## src/rtl/pipeline_mdu_pkg.sv

```systemverilog
// Shared types and constants for the pipeline multiply/divide unit.
package MduCtrl;

  typedef enum logic [2:0] {
    MDU_NONE  = 3'd0,
    MDU_MULT  = 3'd1,
    MDU_MULTU = 3'd2,
    MDU_DIV   = 3'd3,
    MDU_DIVU  = 3'd4,
    MDU_MTHI  = 3'd5,
    MDU_MTLO  = 3'd6
  } mdu_op_t;

  typedef enum logic [1:0] {
    IDLE = 2'd0,
    MUL  = 2'd1,
    DIV  = 2'd2,
    FIX  = 2'd3
  } mdu_state_t;

  // Wide enough for any XLEN in use; users slice the low XLEN bits.
  localparam logic [127:0] MDU_DIV0_LO = '1;

endpackage

```

## src/rtl/pipeline_mdu_if.sv

```systemverilog
// EXE-stage <-> MDU signal bundle; the pipeline is master, the MDU is slave.
interface pipeline_mdu_if
  import MduCtrl::*;
#(
  parameter int XLEN = 32
);
  logic            start;
  mdu_op_t         op;
  logic [XLEN-1:0] srca;
  logic [XLEN-1:0] srcb;
  logic            clear_exe;
  logic            busy;
  logic [XLEN-1:0] hi;
  logic [XLEN-1:0] lo;

  modport master (output start, op, srca, srcb, clear_exe, input busy, hi, lo);
  modport slave  (input start, op, srca, srcb, clear_exe, output busy, hi, lo);
endinterface

```

## src/rtl/pipeline_mdu_divider.sv

```systemverilog
// Restoring unsigned divider: load latches operands, each step produces one quotient bit.
module mdu_divider #(
  parameter int XLEN = 32
) (
  input  logic            clk,
  input  logic            rst_n,
  input  logic            load,
  input  logic            step,
  input  logic [XLEN-1:0] dividend,
  input  logic [XLEN-1:0] divisor,
  output logic [XLEN-1:0] quotient,
  output logic [XLEN-1:0] remainder
);
  logic [XLEN-1:0] r_rem;
  logic [XLEN-1:0] r_quo;
  logic [XLEN-1:0] r_dsr;
  logic [XLEN:0]   w_shift;
  logic [XLEN:0]   w_trial;

  // The quotient register doubles as the dividend shifter.
  assign w_shift = {r_rem, r_quo[XLEN-1]};
  assign w_trial = w_shift - {1'b0, r_dsr};

  always_ff @(posedge clk or negedge rst_n) begin
    if (!rst_n) begin
      r_rem <= '0;
      r_quo <= '0;
      r_dsr <= '0;
    end else if (load) begin
      r_rem <= '0;
      r_quo <= dividend;
      r_dsr <= divisor;
    end else if (step) begin
      if (w_trial[XLEN]) begin
        r_rem <= w_shift[XLEN-1:0];
        r_quo <= {r_quo[XLEN-2:0], 1'b0};
      end else begin
        r_rem <= w_trial[XLEN-1:0];
        r_quo <= {r_quo[XLEN-2:0], 1'b1};
      end
    end
  end

  assign quotient  = r_quo;
  assign remainder = r_rem;
endmodule

```

## src/rtl/pipeline_mdu.sv

```systemverilog
// Iterative multiply/divide unit with HI/LO registers for the EXE stage.
// Optional MDU_FAST_MUL_EN: single-cycle combinational MULT/MULTU.
module pipeline_mdu
  import MduCtrl::*;
#(
  parameter int XLEN  = 32,
  parameter int CNT_W = $clog2(XLEN) + 1
) (
  input  logic           clk,
  input  logic           rst_n,
  pipeline_mdu_if.slave  mdu
);
`ifdef MDU_FAST_MUL_EN
  localparam bit FAST_MUL = 1'b1;
`else
  localparam bit FAST_MUL = 1'b0;
`endif

  mdu_state_t        r_state;
  mdu_state_t        w_state_next;
  logic [CNT_W-1:0]  r_cnt;
  logic [2*XLEN-1:0] r_acc;
  logic [XLEN-1:0]   r_mcand;
  logic [XLEN-1:0]   r_hi;
  logic [XLEN-1:0]   r_lo;
  logic [XLEN-1:0]   r_raw_a;
  logic              r_neg_q;
  logic              r_neg_r;
  logic              r_is_div;
  logic              r_div0;

  logic              w_accept;
  logic              w_is_mul;
  logic              w_is_div;
  logic              w_signed;
  logic              w_sa;
  logic              w_sb;
  logic [XLEN-1:0]   w_mag_a;
  logic [XLEN-1:0]   w_mag_b;
  logic [XLEN:0]     w_sum;
  logic [2*XLEN-1:0] w_prod_fix;
  logic [2*XLEN-1:0] w_fast_mag;
  logic [2*XLEN-1:0] w_fast_prod;
  logic [XLEN-1:0]   w_quo;
  logic [XLEN-1:0]   w_rem;

  assign w_accept = mdu.start && !mdu.clear_exe && (r_state == IDLE) && (mdu.op != MDU_NONE);
  assign w_is_mul = (mdu.op == MDU_MULT) || (mdu.op == MDU_MULTU);
  assign w_is_div = (mdu.op == MDU_DIV)  || (mdu.op == MDU_DIVU);
  assign w_signed = (mdu.op == MDU_MULT) || (mdu.op == MDU_DIV);
  assign w_sa     = w_signed && mdu.srca[XLEN-1];
  assign w_sb     = w_signed && mdu.srcb[XLEN-1];
  // Negating the most negative value wraps to itself, read as magnitude 2^(XLEN-1).
  assign w_mag_a  = w_sa ? (~mdu.srca + XLEN'(1)) : mdu.srca;
  assign w_mag_b  = w_sb ? (~mdu.srcb + XLEN'(1)) : mdu.srcb;

  // Right-shifting shift-add: multiplier starts in the low half of the accumulator.
  assign w_sum       = {1'b0, r_acc[2*XLEN-1:XLEN]} + (r_acc[0] ? {1'b0, r_mcand} : '0);
  assign w_prod_fix  = r_neg_q ? (~r_acc + (2*XLEN)'(1)) : r_acc;
  assign w_fast_mag  = {XLEN'(0), w_mag_a} * {XLEN'(0), w_mag_b};
  assign w_fast_prod = (w_sa ^ w_sb) ? (~w_fast_mag + (2*XLEN)'(1)) : w_fast_mag;

  mdu_divider #(.XLEN(XLEN)) u_div (
    .clk       (clk),
    .rst_n     (rst_n),
    .load      (w_accept && w_is_div),
    .step      (r_state == DIV),
    .dividend  (w_mag_a),
    .divisor   (w_mag_b),
    .quotient  (w_quo),
    .remainder (w_rem)
  );

  always_ff @(posedge clk or negedge rst_n) begin
    if (!rst_n) r_state <= IDLE;
    else        r_state <= w_state_next;
  end

  always_comb begin
    w_state_next = r_state;
    case (r_state)
      IDLE: begin
        if (w_accept && w_is_div)                 w_state_next = DIV;
        else if (w_accept && w_is_mul && !FAST_MUL) w_state_next = MUL;
      end
      MUL, DIV: if (r_cnt == CNT_W'(1)) w_state_next = FIX;
      FIX:      w_state_next = IDLE;
      default:  w_state_next = IDLE;
    endcase
  end

  always_ff @(posedge clk or negedge rst_n) begin
    if (!rst_n) begin
      r_cnt    <= '0;
      r_acc    <= '0;
      r_mcand  <= '0;
      r_hi     <= '0;
      r_lo     <= '0;
      r_raw_a  <= '0;
      r_neg_q  <= 1'b0;
      r_neg_r  <= 1'b0;
      r_is_div <= 1'b0;
      r_div0   <= 1'b0;
    end else begin
      if (w_accept) begin
        r_cnt    <= CNT_W'(XLEN);
        r_neg_q  <= w_sa ^ w_sb;
        r_neg_r  <= w_sa;
        r_is_div <= w_is_div;
        r_div0   <= (mdu.srcb == '0);
        r_raw_a  <= mdu.srca;
        r_acc    <= {XLEN'(0), w_mag_b};
        r_mcand  <= w_mag_a;
        if (mdu.op == MDU_MTHI) r_hi <= mdu.srca;
        if (mdu.op == MDU_MTLO) r_lo <= mdu.srca;
        if (w_is_mul && FAST_MUL) begin
          r_hi <= w_fast_prod[2*XLEN-1:XLEN];
          r_lo <= w_fast_prod[XLEN-1:0];
        end
      end
      case (r_state)
        MUL: begin
          r_acc <= {w_sum, r_acc[XLEN-1:1]};
          r_cnt <= r_cnt - CNT_W'(1);
        end
        DIV: r_cnt <= r_cnt - CNT_W'(1);
        FIX: begin
          if (!r_is_div) begin
            r_hi <= w_prod_fix[2*XLEN-1:XLEN];
            r_lo <= w_prod_fix[XLEN-1:0];
          end else if (r_div0) begin
            r_hi <= r_raw_a;
            r_lo <= MDU_DIV0_LO[XLEN-1:0];
          end else begin
            r_hi <= r_neg_r ? (~w_rem + XLEN'(1)) : w_rem;
            r_lo <= r_neg_q ? (~w_quo + XLEN'(1)) : w_quo;
          end
        end
        default: ;
      endcase
    end
  end

  assign mdu.busy = (r_state != IDLE);
  assign mdu.hi   = r_hi;
  assign mdu.lo   = r_lo;
endmodule

```

## src/flat_wrapper.sv

```systemverilog
// flat-port wrapper written by rule: the top's interface ports become plain ports
module pipeline_mdu_flat import MduCtrl::*;
#(
  parameter int XLEN  = 32,
  parameter int CNT_W = $clog2(XLEN) + 1
)
  (clk, rst_n, mdu_start, mdu_op, mdu_srca, mdu_srcb, mdu_clear_exe, mdu_busy, mdu_hi, mdu_lo);
  pipeline_mdu_if #(.XLEN(XLEN)) mdu_i ();
  input  logic clk;
  input  logic rst_n;
  input wire logic [$bits(mdu_i.start)-1:0] mdu_start;
  input wire logic [$bits(mdu_i.op)-1:0] mdu_op;
  input wire logic [$bits(mdu_i.srca)-1:0] mdu_srca;
  input wire logic [$bits(mdu_i.srcb)-1:0] mdu_srcb;
  input wire logic [$bits(mdu_i.clear_exe)-1:0] mdu_clear_exe;
  output wire logic [$bits(mdu_i.busy)-1:0] mdu_busy;
  output wire logic [$bits(mdu_i.hi)-1:0] mdu_hi;
  output wire logic [$bits(mdu_i.lo)-1:0] mdu_lo;
  assign mdu_i.start = mdu_start;
  assign mdu_i.op = mdu_op;
  assign mdu_i.srca = mdu_srca;
  assign mdu_i.srcb = mdu_srcb;
  assign mdu_i.clear_exe = mdu_clear_exe;
  assign mdu_busy = mdu_i.busy;
  assign mdu_hi = mdu_i.hi;
  assign mdu_lo = mdu_i.lo;
  pipeline_mdu #(.XLEN(XLEN), .CNT_W(CNT_W)) u_core (.clk(clk), .rst_n(rst_n), .mdu(mdu_i));
endmodule
```

## config.mk

```make
export PLATFORM = sky130hd
export DESIGN_NAME = pipeline_mdu_flat
export DESIGN_NICKNAME = d
export VERILOG_FILES = /design/src/rtl/pipeline_mdu_pkg.sv /design/src/rtl/pipeline_mdu_if.sv /design/src/rtl/pipeline_mdu_divider.sv /design/src/rtl/pipeline_mdu.sv /design/src/flat_wrapper.sv
export SDC_FILE = /design/constraint.sdc
export NUM_CORES = 1
export LEC_CHECK = 0
export CAP_MARGIN = 20
export CORE_MARGIN = 1
export CORE_UTILIZATION = 57
export DETAILED_ROUTE_END_ITERATION = 8
export PLACE_DENSITY = 0.79
export SLEW_MARGIN = 10
export SYNTH_ARGS = -nofsm -noshare
export SYNTH_HDL_FRONTEND = slang
export SYNTH_SLANG_ARGS = --single-unit
export TNS_END_PERCENT = 50
```

## constraint.sdc

```tcl
create_clock -name clk -period 4.4 [get_ports clk]
set_clock_uncertainty 0.15 [all_clocks]
set_input_delay 0.44 -clock clk [delete_from_list [all_inputs] [get_ports clk]]
set_output_delay 0.44 -clock clk [all_outputs]
set_load 0.01 [all_outputs]
```

==> results.md, run 1 <==
| Group | Item | Reported |
|:---|:---|:---|
| cts | Clock tree from TritonCTS | built |
| worst setup path | Crit. End Element | flip-flop |
| logic synthesis | Most frequent cell after synthesis | sky130_fd_sc_hd__nand2_1 |
| timing | Peak Freq | 243 MHz |
| place | Quantity of I/O buffers inserted on ports | 135 |
| drt | WL met1 | 29200 um |
| cts | Clock Tree Buf Depth | 3 |
| drt | Highest routed metal layer | met5 |
| floorplanning | Effective utilization at floorplan | 58.5% |
| pwr | Power per unit of standard cell area | 804 nW/um^2 |
| floorplanning | Die outline height | 194 um |
| pwr | Clock network fraction of design power | 15.9% |
| pwr | Proportion of power drawn by flip-flops and latches | 29.7% |
| drt | Antenna-violating nets left | 0 |
| worst setup path | Highest fanout seen on the critical path | 9 |
| logic synthesis | Synthesis Warnings | 0 |
| floorplanning | Area of the die | 37500 um^2 |
| final layout | Final design utilization | 67.0% |
| drt | Length of routed met3 wiring | 7560 um |
| final layout | Synth-to-layout area growth | 14.5% |
| global routing | Via count of the first global-routing pass | 18.5k |
| logic synthesis | Total of flip-flops plus latches after synthesis | 299 |
| global routing | Wire length of the first global-routing pass | 107000 um |
| drt | Detailed-route via count | 20.0k |
| final layout | Post-layout nets | 2689 |
| worst setup path | Category of the worst setup path launch point | flip-flop |
| job | Maxcap violations | 0 |
| drt | Remaining DRCs | 0 |
| drt | Routed wl met2 | 30200 um |
| floorplanning | Core outline area | 35800 um^2 |
| logic synthesis | Synth top cells by count | 363 x sky130_fd_sc_hd__nand2_1, 299 x sky130_fd_sc_hd__dfrtp_1, 280 x sky130_fd_sc_hd__o21ai_0 |
| pwr | Gate power share | 54.4% |
| place | Final HPWL from detailed placement | 51600 um |
| logic synthesis | Post-Syn Area per Cell | 8.45 um^2 |
| pwr | Worst IR Drop VDD | 0.600 mV |
| global routing | Grt ovf | 0 |
| final layout | # fillers | 2872 |
| timing | Final number of max-transition violations | 0 |
| cts | TritonCTS sink count | 299 |
| place | Final GP Congestion | 1.00 |
| logic synthesis | Post-Syn Area | 21000 um^2 |
| pwr | LEAKAGE | 10.2 nW |
| global routing | Global routing usage summed across all routing layers | 36.5% |
| logic synthesis | Top cell type by total area after synthesis | sky130_fd_sc_hd__dfrtp_1 |
| timing | Number of setup violations in the final report | 0 |
| timing | Crit share post-route | 93.6% |
| cts | Clock root buffer | sky130_fd_sc_hd__clkbuf_16 |
| worst setup path | Worst EP required | 4660 ps |
| drt | Routed vias/inst | 6.60 |
| logic synthesis | FFs w/ async S/R, synth | 100% |
| timing | Unrepaired setup endpoints after global routing | no |
| logic synthesis | Net count after synthesis | 2629 |
| hold path | Worst min-delay path category | in -> async |
| pwr | Net switching power | 8.90 mW |
| final layout | Share of post-route cells with drive strength above 1 | 6.50% |
| logic synthesis | Sequential cell area fraction in the yosys report | 35.7% |
| logic synthesis | Netlist cell types | 73 |
| floorplanning | DIE WIDTH | 194 um |
| cts | Register clock-pin slew on the reported worst setup and hold paths | 60 ps |
| timing | Tightest slew margin relative to the limit | 36.5% |
| timing | Setup TNS Final | 0 ps |
| timing | Final hold viol count | 0 |
| logic synthesis | Synthesized instance count | 2480 |
| floorplanning | Number of standard-cell rows in the floorplan | 69 |
| global routing | Maximum number of pins on one net before global-route repair | 152 |
| timing | Shortest period the worst path allows | 4120 ps |
| logic synthesis | EDFF count, synth | 0 |
| worst setup path | Category of the critical setup timing path | reg -> reg |
| logic synthesis | Top post-synthesis cells by area | sky130_fd_sc_hd__dfrtp_1 36%, sky130_fd_sc_hd__o21ai_0 6.7%, sky130_fd_sc_hd__nand2_1 6.5% |
| logic synthesis | Dominant synthesized flop cell | sky130_fd_sc_hd__dfrtp_1 |
| global routing | Number of antenna violations at the first check in global routing | 3 |
| logic synthesis | Yosys top cell area share | 35.7% |
| drt | Pre-Repair DR Iteration Count | 6 |
| drt | Iteration-0 DRC count of the detailed router | 2525 |
| status | Result of the run | finished, final reports clean |
| cts | Post-CTS Repair Setup Buffers | 0 |
| floorplanning | Number of ports placed on the die boundary | 136 |
| drt | Average wire per standard cell | 23.2 um |
| drt | Drt total wl | 70200 um |
| cts | Total clock buffers created by CTS | 37 |
| worst setup path | Worst endpoint data arrival time | 4380 ps |
| cts | Skew-Pair Late Insertion Delay | 540 ps |
| cts | Depth of the CTS H-tree | 2 |
| timing | Slew of the pin with the lowest slew margin | 952 ps |
| pwr | Switching share of power | 46.2% |
| pwr | Internal cell power | 10.4 mW |
[power groups by stage]
stage | Combinational [mW] | Clock, mW | Sequential (mW)
floorplan | 7.39 | 0 | 5.09
global placement | 10.0 | 0 | 5.60
detailed placement | 10.2 | 0 | 5.66
CTS | 10.3 | 3.08 | 5.63
global route | 11.4 | 3.19 | 5.83
finish | 10.5 | 3.07 | 5.72
[logic make-up after synthesis]
family / share of synthesized area, %
muxes: 5.08
buffers and inverters: 4.32
AOI/OAI and AO/OA: 23.8
DFF: 35.7
adders and majority gates: 4.73
and+or+nand+nor: 16.8
xor gates and xnor gates: 9.53
[registers in the layout (all words and copies together) (netlist names)]
name and flops:
u_core.r_cnt 6, u_core.r_neg_q 1, u_core.u_div.r_dsr 32, u_core.r_acc 64
u_core.mdu.hi 32, u_core.r_mcand 31, u_core.u_div.remainder 32, u_core.mdu.lo 32
u_core.r_is_div 1, u_core.r_div0 1, u_core.r_state 2, u_core.r_neg_r 1
u_core.u_div.quotient 32, u_core.r_raw_a 32
[final timing paths]
| check | slack (ps) | from | cells past startpoint | endpoint |
|---|---|---|---|---|
| worst max-delay path | 280 | u_core.r_acc[16]$_DFFE_PN0P_ | 8 | u_core.mdu.hi[19]$_DFFE_PN0P_ |
| worst min-delay path | 330 | rst_n | 2 | u_core.r_cnt[3]$_DFFE_PN0P_ |
| worst max register to register | 280 | u_core.r_acc[16]$_DFFE_PN0P_ | 8 | u_core.mdu.hi[19]$_DFFE_PN0P_ |
| worst min register to register | 330 | u_core.r_raw_a[8]$_DFFE_PN0P_ | 2 | u_core.r_raw_a[8]$_DFFE_PN0P_ |
| max in group asynchronous | 2630 | rst_n | 3 | u_core.r_raw_a[20]$_DFFE_PN0P_ |
| min in group clk | 330 | u_core.r_raw_a[8]$_DFFE_PN0P_ | 2 | u_core.r_raw_a[8]$_DFFE_PN0P_ |
[layout by cell type, fill, tap and decap left out, drive strengths merged, types with 72 or more instances in the layout]
cell	instances
a21oi	170
clkdlybuf4s50	134
dfrtp	299
ha	76
inv	72
mux2i	85
nand2	363
nor2	94
o21ai	282
xnor2	120
xor2	108
[worst max-delay path, stage by stage, from the launching register on]
cell	delay (ps)
sky130_fd_sc_hd__dfrtp_1	430
sky130_fd_sc_hd__or4_4	580
sky130_fd_sc_hd__or4_4	540
sky130_fd_sc_hd__or4_4	540
sky130_fd_sc_hd__or3_1	540
sky130_fd_sc_hd__or3_4	530
sky130_fd_sc_hd__o41ai_2	250
sky130_fd_sc_hd__xor2_1	110
sky130_fd_sc_hd__a221oi_1	330
[layout make-up]
class,instances,area (um^2),area share [%]
flip-flops and latches,299,7480,31.2
clock inverters,15,159,0.662
inverters,70,263,1.09
repair buffers,187,1810,7.55
multi-input cells,1945,12600,52.7
well taps,461,577,2.40
clock buffers,52,1060,4.43
diodes,1,2.50,0.0104
[metrics by stage]
stage / instances / hold slack, ps / instance area, um^2 / setup WS, ps / power, mW
floorplan: 2480 / -5.59 / 21000 / 598 / 12.5
global placement: 2961 / 304 / 22800 / 396 / 15.6
detailed placement: 2961 / 311 / 22800 / 346 / 15.9
CTS: 3029 / 327 / 24000 / 320 / 19.1
global route: 3029 / 347 / 24000 / 157 / 20.5
finish: 3030 / 326 / 24000 / 283 / 19.3
[layer usage]
metal / global-route usage (%) / up-vias
li1: - / 9020
met1: 50.9 / 9617
met2: 54.8 / 1138
met3: 8.00 / 217
met4: 15.3 / 2
met5: 0 / -
[timing repair]
item	4_1_cts	5_1_grt
gates resized for setup	0	0
hold endpoints to repair	87	0
hold buffers	1	0
setup endpoints to repair	0	0
Power figures use the tool's default switching activity.
==> run 2: changes to the inputs <==
Settings changed: CORE_UTILIZATION 57 to 61, PLACE_DENSITY 0.79 to 0.84, SYNTH_HIERARCHICAL set to 1.
==> run 2 against run 1 <==
- setup slack gained 250 ps
- global-route usage grew 1.6 points
- via count grew 1.6%
- register-to-register slack gained 250 ps
- final cell count grew 0.66%
- critical path type unchanged
==> results.md, run 2 <==
| Group | Item | Reported |
|:---|:---|:---|
| status | Result of the run | finished, final reports clean |
| logic synthesis | Post-Syn Area per Cell | 8.43 um^2 |
| floorplanning | Effective utilization at floorplan | 62.6% |
| cts | Register clock-pin slew on the reported worst setup and hold paths | 60 ps |
| drt | Antenna-violating nets left | 0 |
| logic synthesis | Synth Area in XOR/XNOR | 9.45% |
| logic synthesis | Synthesized instance count | 2513 |
| logic synthesis | Dominant synthesized flop cell | sky130_fd_sc_hd__dfrtp_1 |
| timing | Final Hold Slack | 318 ps |
| logic synthesis | EDFF count, synth | 0 |
| global routing | Global routing usage summed across all routing layers | 38.1% |
| global routing | Via count of the first global-routing pass | 19.6k |
| final layout | Commonest non-fill, non-tap cell in the layout | sky130_fd_sc_hd__nand2_1 |
| global routing | Number of antenna violations at the first check in global routing | 3 |
| logic synthesis | Post-Syn Area | 21200 um^2 |
| logic synthesis | Total of flip-flops plus latches after synthesis | 299 |
| global routing | Wire length of the first global-routing pass | 107000 um |
| worst setup path | Number of buffers and inverters on the critical path | 0 |
| logic synthesis | Netlist cell types | 83 |
| logic synthesis | Yosys top cell area share | 35.3% |
| timing | Unrepaired setup endpoints after global routing | no |
| global routing | Met1 GRT Util | 51.8% |
| logic synthesis | Synthesis Warnings | 6 |
| global routing | Maximum number of pins on one net before global-route repair | 112 |
| logic synthesis | Adder-cell area share of the yosys netlist | 4.68% |
| final layout | Synth-to-layout area growth | 13.9% |
| worst setup path | Category of the critical setup timing path | reg -> reg |
| cts | TritonCTS sink count | 299 |
| cts | Clock root buffer | sky130_fd_sc_hd__clkbuf_16 |
| hold path | WHS Path Cells | 2 |
| worst setup path | Worst endpoint data arrival time | 4110 ps |
| logic synthesis | Synth Area in Compound Gates | 20.9% |
| pwr | Worst IR Drop VDD | 0.503 mV |
| hold path | Worst min-delay path category | reg -> reg |
| final layout | # fillers | 2615 |
| drt | Average wire per standard cell | 22.4 um |
| final layout | Top library cells by usage in the layout, fill and taps aside | 464 x sky130_fd_sc_hd__nand2_1, 298 x sky130_fd_sc_hd__dfrtp_1, 237 x sky130_fd_sc_hd__o21ai_0 |
| pwr | Proportion of power drawn by flip-flops and latches | 28.7% |
| timing | Setup TNS Final | 0 ps |
| floorplanning | DIE WIDTH | 188 um |
| pwr | Internal cell power | 10.7 mW |
| timing | Crit share post-route | 87.9% |
| pwr | Gate power share | 55.9% |
| worst setup path | Slowest stage cell on the critical path | sky130_fd_sc_hd__or4_1 |
| pwr | Switching share of power | 47.4% |
| timing | Peak Freq | 258 MHz |
| final layout | Post-layout nets | 2726 |
| logic synthesis | Post-synthesis simple-gate area fraction | 18.6% |
| worst setup path | Number of gates on the worst path with buffers counted | 8 |
| floorplanning | Area of the die | 35500 um^2 |
| final layout | Total inserted antenna cells | 0 |
| logic synthesis | Top post-synthesis cells by area | sky130_fd_sc_hd__dfrtp_1 35%, sky130_fd_sc_hd__nand2_1 8.2%, sky130_fd_sc_hd__mux2i_1 5.8% |
| worst setup path | Worst EP required | 4640 ps |
| timing | Shortest period the worst path allows | 3870 ps |
| place | Final HPWL from detailed placement | 48800 um |
| worst setup path | Worst r2r path cells | 8 |
| drt | Pre-Repair DR Iteration Count | 7 |
| final layout | Number of flip-flops in the largest register | 64 |
| drt | Drt total wl | 68200 um |
| worst setup path | Delay of the slowest cell on the worst path | 640 ps |
| worst setup path | Cells along the critical path | or4_1, nor4_4, nand3_4, or4_4, or4_4, o31ai_4, xor2_1, a21oi_1 |
| cts | Clock Tree Buf Depth | 3 |
| final layout | Share of post-route cells with drive strength above 1 | 6.69% |
| logic synthesis | Synth top cells by count | 465 x sky130_fd_sc_hd__nand2_1, 299 x sky130_fd_sc_hd__dfrtp_1, 237 x sky130_fd_sc_hd__o21ai_0 |
| drt | Remaining DRCs | 0 |
| global routing | Grt ovf | 0 |
| cts | Skew-Pair Late Insertion Delay | 540 ps |
| final layout | Top reg by flops | u_core/r_acc |
| cts | Total clock buffers created by CTS | 37 |
| worst setup path | Top Family by Delay on Critical Path | simple AND/OR/NAND/NOR gates |
| floorplanning | Die outline height | 188 um |
| global routing | Met2 usage in global routing | 60.4% |
| floorplanning | Core outline area | 33900 um^2 |
| pwr | Net switching power | 9.60 mW |
| logic synthesis | Sequential cell area fraction in the yosys report | 35.3% |
| logic synthesis | Most frequent cell after synthesis | sky130_fd_sc_hd__nand2_1 |
| worst setup path | Category of the worst setup path launch point | flip-flop |
| timing | Tightest slew margin relative to the limit | 30.8% |
| timing | Final hold viol count | 0 |
| pwr | Clock network fraction of design power | 15.4% |
| pwr | LEAKAGE | 10.0 nW |
| final layout | Final design utilization | 71.3% |
| timing | Number of setup violations in the final report | 0 |
| worst setup path | Highest fanout seen on the critical path | 10 |
| drt | Routed vias/inst | 6.66 |
| timing | Slew of the pin with the lowest slew margin | 1040 ps |
| logic synthesis | FFs w/ async S/R, synth | 100% |
| global routing | Met3 Resource Use GR | 6.71% |
| drt | Detailed-route via count | 20.3k |
| cts | Clock tree from TritonCTS | built |
| logic synthesis | Top cell type by total area after synthesis | sky130_fd_sc_hd__dfrtp_1 |
| job | Maxcap violations | 0 |
| drt | Iteration-0 DRC count of the detailed router | 2437 |
| worst setup path | Crit. End Element | flip-flop |
| logic synthesis | Largest family of logic cells by synthesized area | compound AO/OA/AOI/OAI gates |
| floorplanning | Number of standard-cell rows in the floorplan | 67 |
| place | Quantity of I/O buffers inserted on ports | 135 |
| logic synthesis | Net count after synthesis | 2662 |
| logic synthesis | Share of cell area taken by muxes after synthesis | 6.77% |
| pwr | Post-layout power | 20.3 mW |
| global routing | Highest-utilization routing layer at the global route stage | met2 |
| timing | Final number of max-transition violations | 0 |
| cts | Post-CTS Repair Setup Buffers | 0 |
| cts | Depth of the CTS H-tree | 2 |
| floorplanning | Number of ports placed on the die boundary | 136 |
| worst setup path | Cell seen most often among critical-path stages | sky130_fd_sc_hd__or4_4 |
| pwr | Power per unit of standard cell area | 839 nW/um^2 |
| place | Final GP Congestion | 0.977 |
==> run 2: cell count changes after synthesis, sizes merged, moves of 18 or more <==
cell / previous run / this run
o21ai: 282 / 240
nor2b: 56 / 15
clkbuf: 141 / 123
nor2: 94 / 126
nand2: 363 / 465
a311oi: 3 / 22
mux2i: 85 / 122
a211oi: 55 / 22
a21oi: 170 / 123
==> run 2: per-layer routing <==
layer  share of wire, %  wire [um]
met2                 45      30900
met1                 40      27200
met3                 11       7400
met5              0.047         32
met4                3.9       2680
==> run 2: repair_timing <==
item	4_1_cts	5_1_grt
endpoints found under the hold margin	109	0
hold buffers	1	0
resized for setup	0	0
==> run 2: path summary, 6_finish.rpt <==
path	startpoint	endpoint	slack (ps)
setup / recovery	u_core/r_acc[16]$_DFFE_PN0P_	u_core/mdu.hi[31]$_DFFE_PN0P_	530
hold / removal	u_core/r_mcand[19]$_DFFE_PN0P_	u_core/r_mcand[19]$_DFFE_PN0P_	320
setup reg to reg	u_core/r_acc[16]$_DFFE_PN0P_	u_core/mdu.hi[31]$_DFFE_PN0P_	530
hold reg to reg	u_core/r_mcand[19]$_DFFE_PN0P_	u_core/r_mcand[19]$_DFFE_PN0P_	320
max in group asynchronous	rst_n	u_core/r_acc[63]$_DFFE_PN0P_	2570
min in group asynchronous	rst_n	u_core/r_cnt[3]$_DFFE_PN0P_	410
==> run 2: through the flow <==
| stage | instances | area [um^2] | setup WS [ps] |
|---|---|---|---|
| 6_report | 3050 | 24100 | 531 |
| 5_1_grt | 3050 | 24100 | 497 |
| 4_1_cts | 3050 | 24100 | 636 |
| 3_5_place_dp | 2985 | 22900 | 653 |
| 3_3_place_gp | 2985 | 22900 | 708 |
| 2_1_floorplan | 2513 | 21200 | 1020 |
==> run 2: worst min-delay path: stages (launching register included) <==
cell and delay, ps:
sky130_fd_sc_hd__dfrtp_1 330, sky130_fd_sc_hd__nand2_1 50, sky130_fd_sc_hd__nand2_1 50
==> run 2: kinds of logic (layout without fill, tap and decap cells) <==
family,Yosys count,count (layout)
buffers and inverters,226,315
xor gates and xnor gates,227,227
and+or+nand+nor,863,863
AOI/OAI and AO/OA,679,679
muxes,141,141
adders and majority gates,78,78
DFF,299,299
==> run 2: final cells by class <==
cell class / instances / area [um^2] / area share, %
clock buffer: 54 / 1110 / 4.61
inverter: 74 / 278 / 1.15
multi-input combinational: 1988 / 12900 / 53.3
clock inverter: 10 / 113 / 0.467
tap: 448 / 561 / 2.32
sequential: 299 / 7480 / 31.0
timing repair buffer: 177 / 1720 / 7.14
==> run 2: power by group through the flow <==
stage | Clock (mW) | Sequential, mW | Combinational, mW
global placement | 0 | 5.66 | 10.7
global route | 3.24 | 5.93 | 12.3
detailed placement | 0 | 5.72 | 11.0
CTS | 3.13 | 5.71 | 11.1
finish | 3.11 | 5.82 | 11.3
floorplan | 0 | 5.18 | 8.14
